--- config.mk ---
export PLATFORM = sky130hd
export DESIGN_NAME = branch_resolve_ctrl
export DESIGN_NICKNAME = d
export VERILOG_FILES = /design/src/rtl/branch_resolve_ctrl.sv
export SDC_FILE = /design/constraint.sdc
export NUM_CORES = 1
export LEC_CHECK = 0
export ABC_AREA = 1
export CORE_MARGIN = 1.5
export CORE_UTILIZATION = 50
export CTS_CLUSTER_DIAMETER = 80
export DETAILED_ROUTE_END_ITERATION = 10
export DONT_BUFFER_PORTS = 1
export GPL_TIMING_DRIVEN = 0
export SYNTH_ARGS = -nofsm -noshare
export SYNTH_HDL_FRONTEND = slang
export SYNTH_SLANG_ARGS = --single-unit
--- constraint.sdc ---
create_clock -name clk_i -period 4.4 [get_ports clk_i]
set_clock_uncertainty 0.15 [all_clocks]
set_input_delay 0.44 -clock clk_i [delete_from_list [all_inputs] [get_ports clk_i]]
set_output_delay 0.44 -clock clk_i [all_outputs]
set_load 0.05 [all_outputs]
--- src/rtl/branch_resolve_ctrl.sv ---
// Branch resolution sequencer around the 2-bit predictor: keeps an in-order queue of
// in-flight predictions, issues predictor updates, and raises a flush on mispredicts.
module branch_resolve_ctrl #(
  parameter int DEPTH = 4,
  parameter int PC_W  = 32,
  parameter int CNT_W = 16
) (
  input  logic                       clk_i,
  input  logic                       rst_i,
  input  logic                       pred_valid_i,
  input  logic                       pred_taken_i,
  input  logic [PC_W-1:0]            pred_alt_pc_i,
  output logic                       pred_ready_o,
  input  logic                       res_valid_i,
  input  logic                       res_taken_i,
  output logic                       flush_o,
  output logic [PC_W-1:0]            redirect_pc_o,
  output logic                       upd_valid_o,
  output logic                       upd_taken_o,
  output logic                       upd_pred_o,
  output logic [$clog2(DEPTH):0]     inflight_o,
  output logic [CNT_W-1:0]           branch_cnt_o,
  output logic [CNT_W-1:0]           mispred_cnt_o,
  output logic                       err_o
);

  localparam int AW = $clog2(DEPTH);
  localparam int CW = AW + 1;

  typedef enum logic {RUN, FLUSH} state_t;

  state_t          state_q, state_d;
  logic [AW-1:0]   head_q, tail_q;
  logic [CW-1:0]   count_q;
  logic            pred_mem [DEPTH];
  logic [PC_W-1:0] alt_mem  [DEPTH];

  logic            in_run, not_full, do_resolve, empty_resolve, mispredict, do_push;
  logic            head_pred;
  logic [PC_W-1:0] head_alt;

  // A correct resolve frees the head slot in the same cycle, so a push is taken even when full.
  always_comb begin
    head_pred     = pred_mem[head_q];
    head_alt      = alt_mem[head_q];
    in_run        = (state_q == RUN);
    not_full      = (count_q < CW'(DEPTH));
    pred_ready_o  = in_run & not_full;
    do_resolve    = in_run & res_valid_i & (count_q != '0);
    empty_resolve = in_run & res_valid_i & (count_q == '0);
    mispredict    = do_resolve & (res_taken_i != head_pred);
    do_push       = in_run & pred_valid_i & ~mispredict & (not_full | do_resolve);
  end

  always_comb begin
    state_d = state_q;
    case (state_q)
      RUN:     if (mispredict) state_d = FLUSH;
      FLUSH:   state_d = RUN;
      default: state_d = RUN;
    endcase
  end

  always_ff @(posedge clk_i or posedge rst_i) begin
    if (rst_i) state_q <= RUN;
    else       state_q <= state_d;
  end

  always_ff @(posedge clk_i or posedge rst_i) begin
    if (rst_i) begin
      head_q  <= '0;
      tail_q  <= '0;
      count_q <= '0;
    end else if (mispredict) begin
      head_q  <= '0;
      tail_q  <= '0;
      count_q <= '0;
    end else begin
      if (do_push)    tail_q <= tail_q + 1'b1;
      if (do_resolve) head_q <= head_q + 1'b1;
      count_q <= count_q + CW'(do_push) - CW'(do_resolve);
    end
  end

  always_ff @(posedge clk_i) begin
    if (do_push) begin
      pred_mem[tail_q] <= pred_taken_i;
      alt_mem[tail_q]  <= pred_alt_pc_i;
    end
  end

  // Update/flush strobes are registered, giving one cycle of latency from the resolve.
  always_ff @(posedge clk_i or posedge rst_i) begin
    if (rst_i) begin
      upd_valid_o   <= 1'b0;
      upd_taken_o   <= 1'b0;
      upd_pred_o    <= 1'b0;
      flush_o       <= 1'b0;
      redirect_pc_o <= '0;
      branch_cnt_o  <= '0;
      mispred_cnt_o <= '0;
      err_o         <= 1'b0;
    end else begin
      upd_valid_o <= do_resolve;
      upd_taken_o <= do_resolve & res_taken_i;
      upd_pred_o  <= do_resolve & head_pred;
      flush_o     <= mispredict;
      if (mispredict)                         redirect_pc_o <= head_alt;
      if (do_resolve && branch_cnt_o != '1)   branch_cnt_o  <= branch_cnt_o + 1'b1;
      if (mispredict && mispred_cnt_o != '1)  mispred_cnt_o <= mispred_cnt_o + 1'b1;
      if (empty_resolve)                      err_o         <= 1'b1;
    end
  end

  assign inflight_o = count_q;

endmodule

==> results.txt <==
- Pwr Total: 7.172 mW
* Sequential group share of total power: 0.481
- Timing would allow up to 287.6 MHz.
- Once the clock tree was built, the setup fixing pass inserted 0 buffers.
- Max Cap Violations: 0
* Worst hold path class: in -> reg
- After detailed routing, the number of vias per cell comes to 5.448.
* Met2 Routed Length: 10.16 mm
* Clock tree from TritonCTS: built
* Inserted Clock Buffers: 23
- After clock tree synthesis, the clock-pin slew on the worst setup and hold paths is 60 ps.
- Number of instances in the synthesized netlist: 819
* WL met1: 8.272 mm
- Kind of start point of the critical path: register
- Synth Area per Inst: 10.76 sq um
- Total number of vias: 6129
* Setup repair after global routing missed its margin: false
- Length of the first detailed-routing pass in iterations: 5
- Area of the mapped netlist: 0.008816 sq mm
- Syn_nets: around 870
- Row generation in the floorplan step produced 48 rows.
* Chip Height: 135.8 um
- ANT nets after route: 0
- Data arrives at the worst endpoint at ~3800 ps.
* Share of post-route cells with drive strength above 1: 0.08444
- 0 antenna diodes ended up in the layout.
* Length of routed met3 wiring: 1.395 mm
- The initial utilization of the core area, before any placement, comes to 0.5115.
- The final max-slew violation count came to 0.
* Period utilisation layout: 0.7903
- The synthesized design contains 209 register bits.
- After detailed routing, the average wire length per cell comes to 17.90 um.
* Overall die area: ~0.018 sq mm
- Switching power total: ~2.9 mW
- The worst setup path is captured at a register.
* Switching Share: 0.4007
* Wire length of the first global-routing pass: 32.02 mm
* Total wire length after detailed routing: 20.13 mm
* Final Hold Viols: 0
- For the pin with the worst max-slew slack, the measured transition is roughly 880 ps.
- Number of global-route vias before repair: 6068
- For this run, the post-layout net count is 931.
- In this run, the number of DRC markers left after iteration 0 of detailed routing was 337.
- The worst pin sits at a relative slew slack of 0.4081.
- Across every metal layer, demand over resource in global routing totals 0.2228.
* Min Hold Slack: 54.90 ps
- Post-synthesis sequential area ratio: 0.6682
- Number of cells upsized or downsized after cts: 0
- Highest routed metal layer: met4
* CP required: 4690 ps
- For this design the ratio of total power to cell area is 691.6 mW/mm^2.
- The initial antenna violation count came to 0.
* IR Drop Worst-Case VDD: 0.3767 mV
- Maximum fanout count along the critical path: 9
- Library cell used as clock root buffer: clkbuf_16
* Number of placed I/O pins: 111
- The setup path with the least slack is of type reg -> reg.
- During synthesis, Yosys emitted a total of 0 warnings.
- In this run the static leakage power is around 4.2 nW.
* Combinational fraction of design power: 0.244
- Setup violations remaining at the end of the flow were counted as 0.
- Count of filler cells inserted in the layout: 1394
- The area growth from synthesis to layout is 17.63%.
- The clock net in this run drives a total of 209 sinks.
- Clock latency reported for the late side of the worst-skew pair: 500 ps
* Result of the run: finished, final reports clean
- For this run the aggregate overflow at the end of global routing stands at 0.
- Across the whole layout, storage elements account for 0.005891 sq mm.
* Area of the core: around 0.017 sq mm
- In the routed design, unresolved DRC markers number 0.
* Hpwl dp: 12.91 mm
* Die X-Extent: 135.8 um
- Final GP Congestion: 0.8696
- Entering global routing, the biggest net connects between 60 and 70 pins.
- Count of buffers from port buffering: 0
- Number of levels in the clock H-tree: 1
* Multi-input combinational cell area: 0.002605 sq mm
- Deepest clock path buffer count: 3
- Area of all placed cells without fillers: 0.01037 sq mm
- Cell-internal power: 4.298 mW
- Of the total power, the clock network draws 0.275.
- The clock period could shrink to 3477 ps.
- Netlist cell types: 31
* Standard cell area after detailed placement: between 0.009 and 0.01 sq mm
worst max-delay path, cell delays in order (launching register included):
cell	delay (ps)
dfrtp_1	720
nor2_1	200
a21oi_4	340
nand2_1	180
nand2_4	160
nand2_4	100
nand2_1	350
ha_1	320
inv_1	50
ha_1	130
inv_1	50
fa_1	380
xnor2_1	170
nand2_1	60
inv_1	50
through the flow:
step / worst slack, ps / cells / util / TNS (ps)
2_1_floorplan: 972.3 / 819 / - / 0
3_3_place_gp: -420.3 / 1044 / 0.5278 / -50260
3_5_place_dp: 920.2 / 1049 / 0.5364 / 0
4_1_cts: 890.9 / 1125 / 0.6016 / 0
5_1_grt: 649.4 / 1125 / 0.6016 / 0
6_report: 922.8 / 1125 / 0.6016 / 0
power by group through the flow:
stage / clock (mW) / combinational (mW) / sequential (mW)
3_3_place_gp: 0 / 1.62 / 3.50
2_1_floorplan: 0 / 1.22 / 3.43
4_1_cts: 2.00 / 1.78 / 3.46
6_report: 1.97 / 1.75 / 3.45
5_1_grt: 2.09 / 1.98 / 3.50
3_5_place_dp: 0 / 1.73 / 3.49
what timing repair did:
action | in CTS | in global routing
endpoints found under the setup margin | 0 | 0
hold buffers | 35 | 0
endpoints found under the hold margin | 210 | 0
worst paths after layout:
kind	end	start	slack, ps	depth (start not counted)
max in group asynchronous	redirect_pc_o[10]	rst_i	3330	3
min in group asynchronous	mispred_cnt_o[4]	rst_i	190	2
max reg2reg	inflight_o[2]	inflight_o[1]	920	14
min	err_o	res_valid_i	50	2
max	inflight_o[2]	inflight_o[1]	920	14
min reg2reg	tail_q[0]	tail_q[0]	440	2
metal layers:
layer  vias up  global-route usage
met2       196              0.3920
met3        28             0.04452
met5         -                   0
met1      3004              0.2812
met4         0             0.05795
li1       2901                   -
registers in the layout, summed over array words and instances (netlist names):
register       flops
inflight_o         3
upd_valid_o        1
pred_mem           4
flush_o            1
state_q            1
redirect_pc_o     32
upd_taken_o        1
mispred_cnt_o     16
upd_pred_o         1
branch_cnt_o      16
err_o              1
alt_mem          128
tail_q             2
head_q             2
cell type report:
class	count	area share
plain buffers	33	0.01931
clock buffers	31	0.06033
clock inverters	10	0.01436
inverters	40	0.01472
multi-input cells	537	0.2512
flip-flops and latches	209	0.5681
well taps	225	0.02715
repair buffers	40	0.04488
cells in the mapped netlist:
master	instances	area share
o21ai_4	1	0.0018
nand2_1	245	0.10
nand3b_1	7	0.0060
dfrtp_1	77	0.22
buf_2	4	0.0023
nor2_4	1	0.0013
clkbuf_1	18	0.0077
nand3_2	3	0.0034
nand3_1	18	0.010
nand4_1	14	0.0099
buf_6	8	0.010
nand2_4	2	0.0026
ha_1	8	0.011
o21ai_0	74	0.042
nor2_2	2	0.0014
nor2_1	102	0.043
nor2_8	1	0.0023
inv_1	37	0.016
nand3_4	2	0.0040
edfxtp_1	132	0.45
xor2_1	9	0.0089
fa_1	1	0.0023
nand2_2	3	0.0021
o21bai_1	1	0.00085
buf_4	3	0.0026
o22ai_1	32	0.023
a21oi_4	1	0.0018
inv_2	3	0.0013
nor3_1	1	0.00057
o211ai_1	1	0.00085
xnor2_1	8	0.0079
placed cells by master, fill, tap and decap left out, types with 3 or more instances in the layout:
cell type,instances
buf_12,3
buf_2,4
buf_4,3
buf_6,8
bufinv_16,4
clkbuf_1,24
clkbuf_16,23
clkinv_1,3
dfrtp_1,77
dlygate4sd3_1,35
edfxtp_1,132
ha_1,8
inv_1,36
inv_2,3
nand2_1,245
nand2_2,3
nand3_1,18
nand3_2,3
nand3b_1,7
nand4_1,14
nor2_1,98
nor2_4,5
o21ai_0,74
o22ai_1,32
xnor2_1,8
xor2_1,9
kinds of logic (layout without fill, tap and decap cells):
family,count (synthesis),after routing,synth area share
xor+xnor,17,17,0.01689
compound gates,110,110,0.07011
fa+ha+maj,9,9,0.01363
flops,209,209,0.6682
buf+inv,73,154,0.03974
simple gates,401,401,0.1915
(Power assumes the default switching activity.)
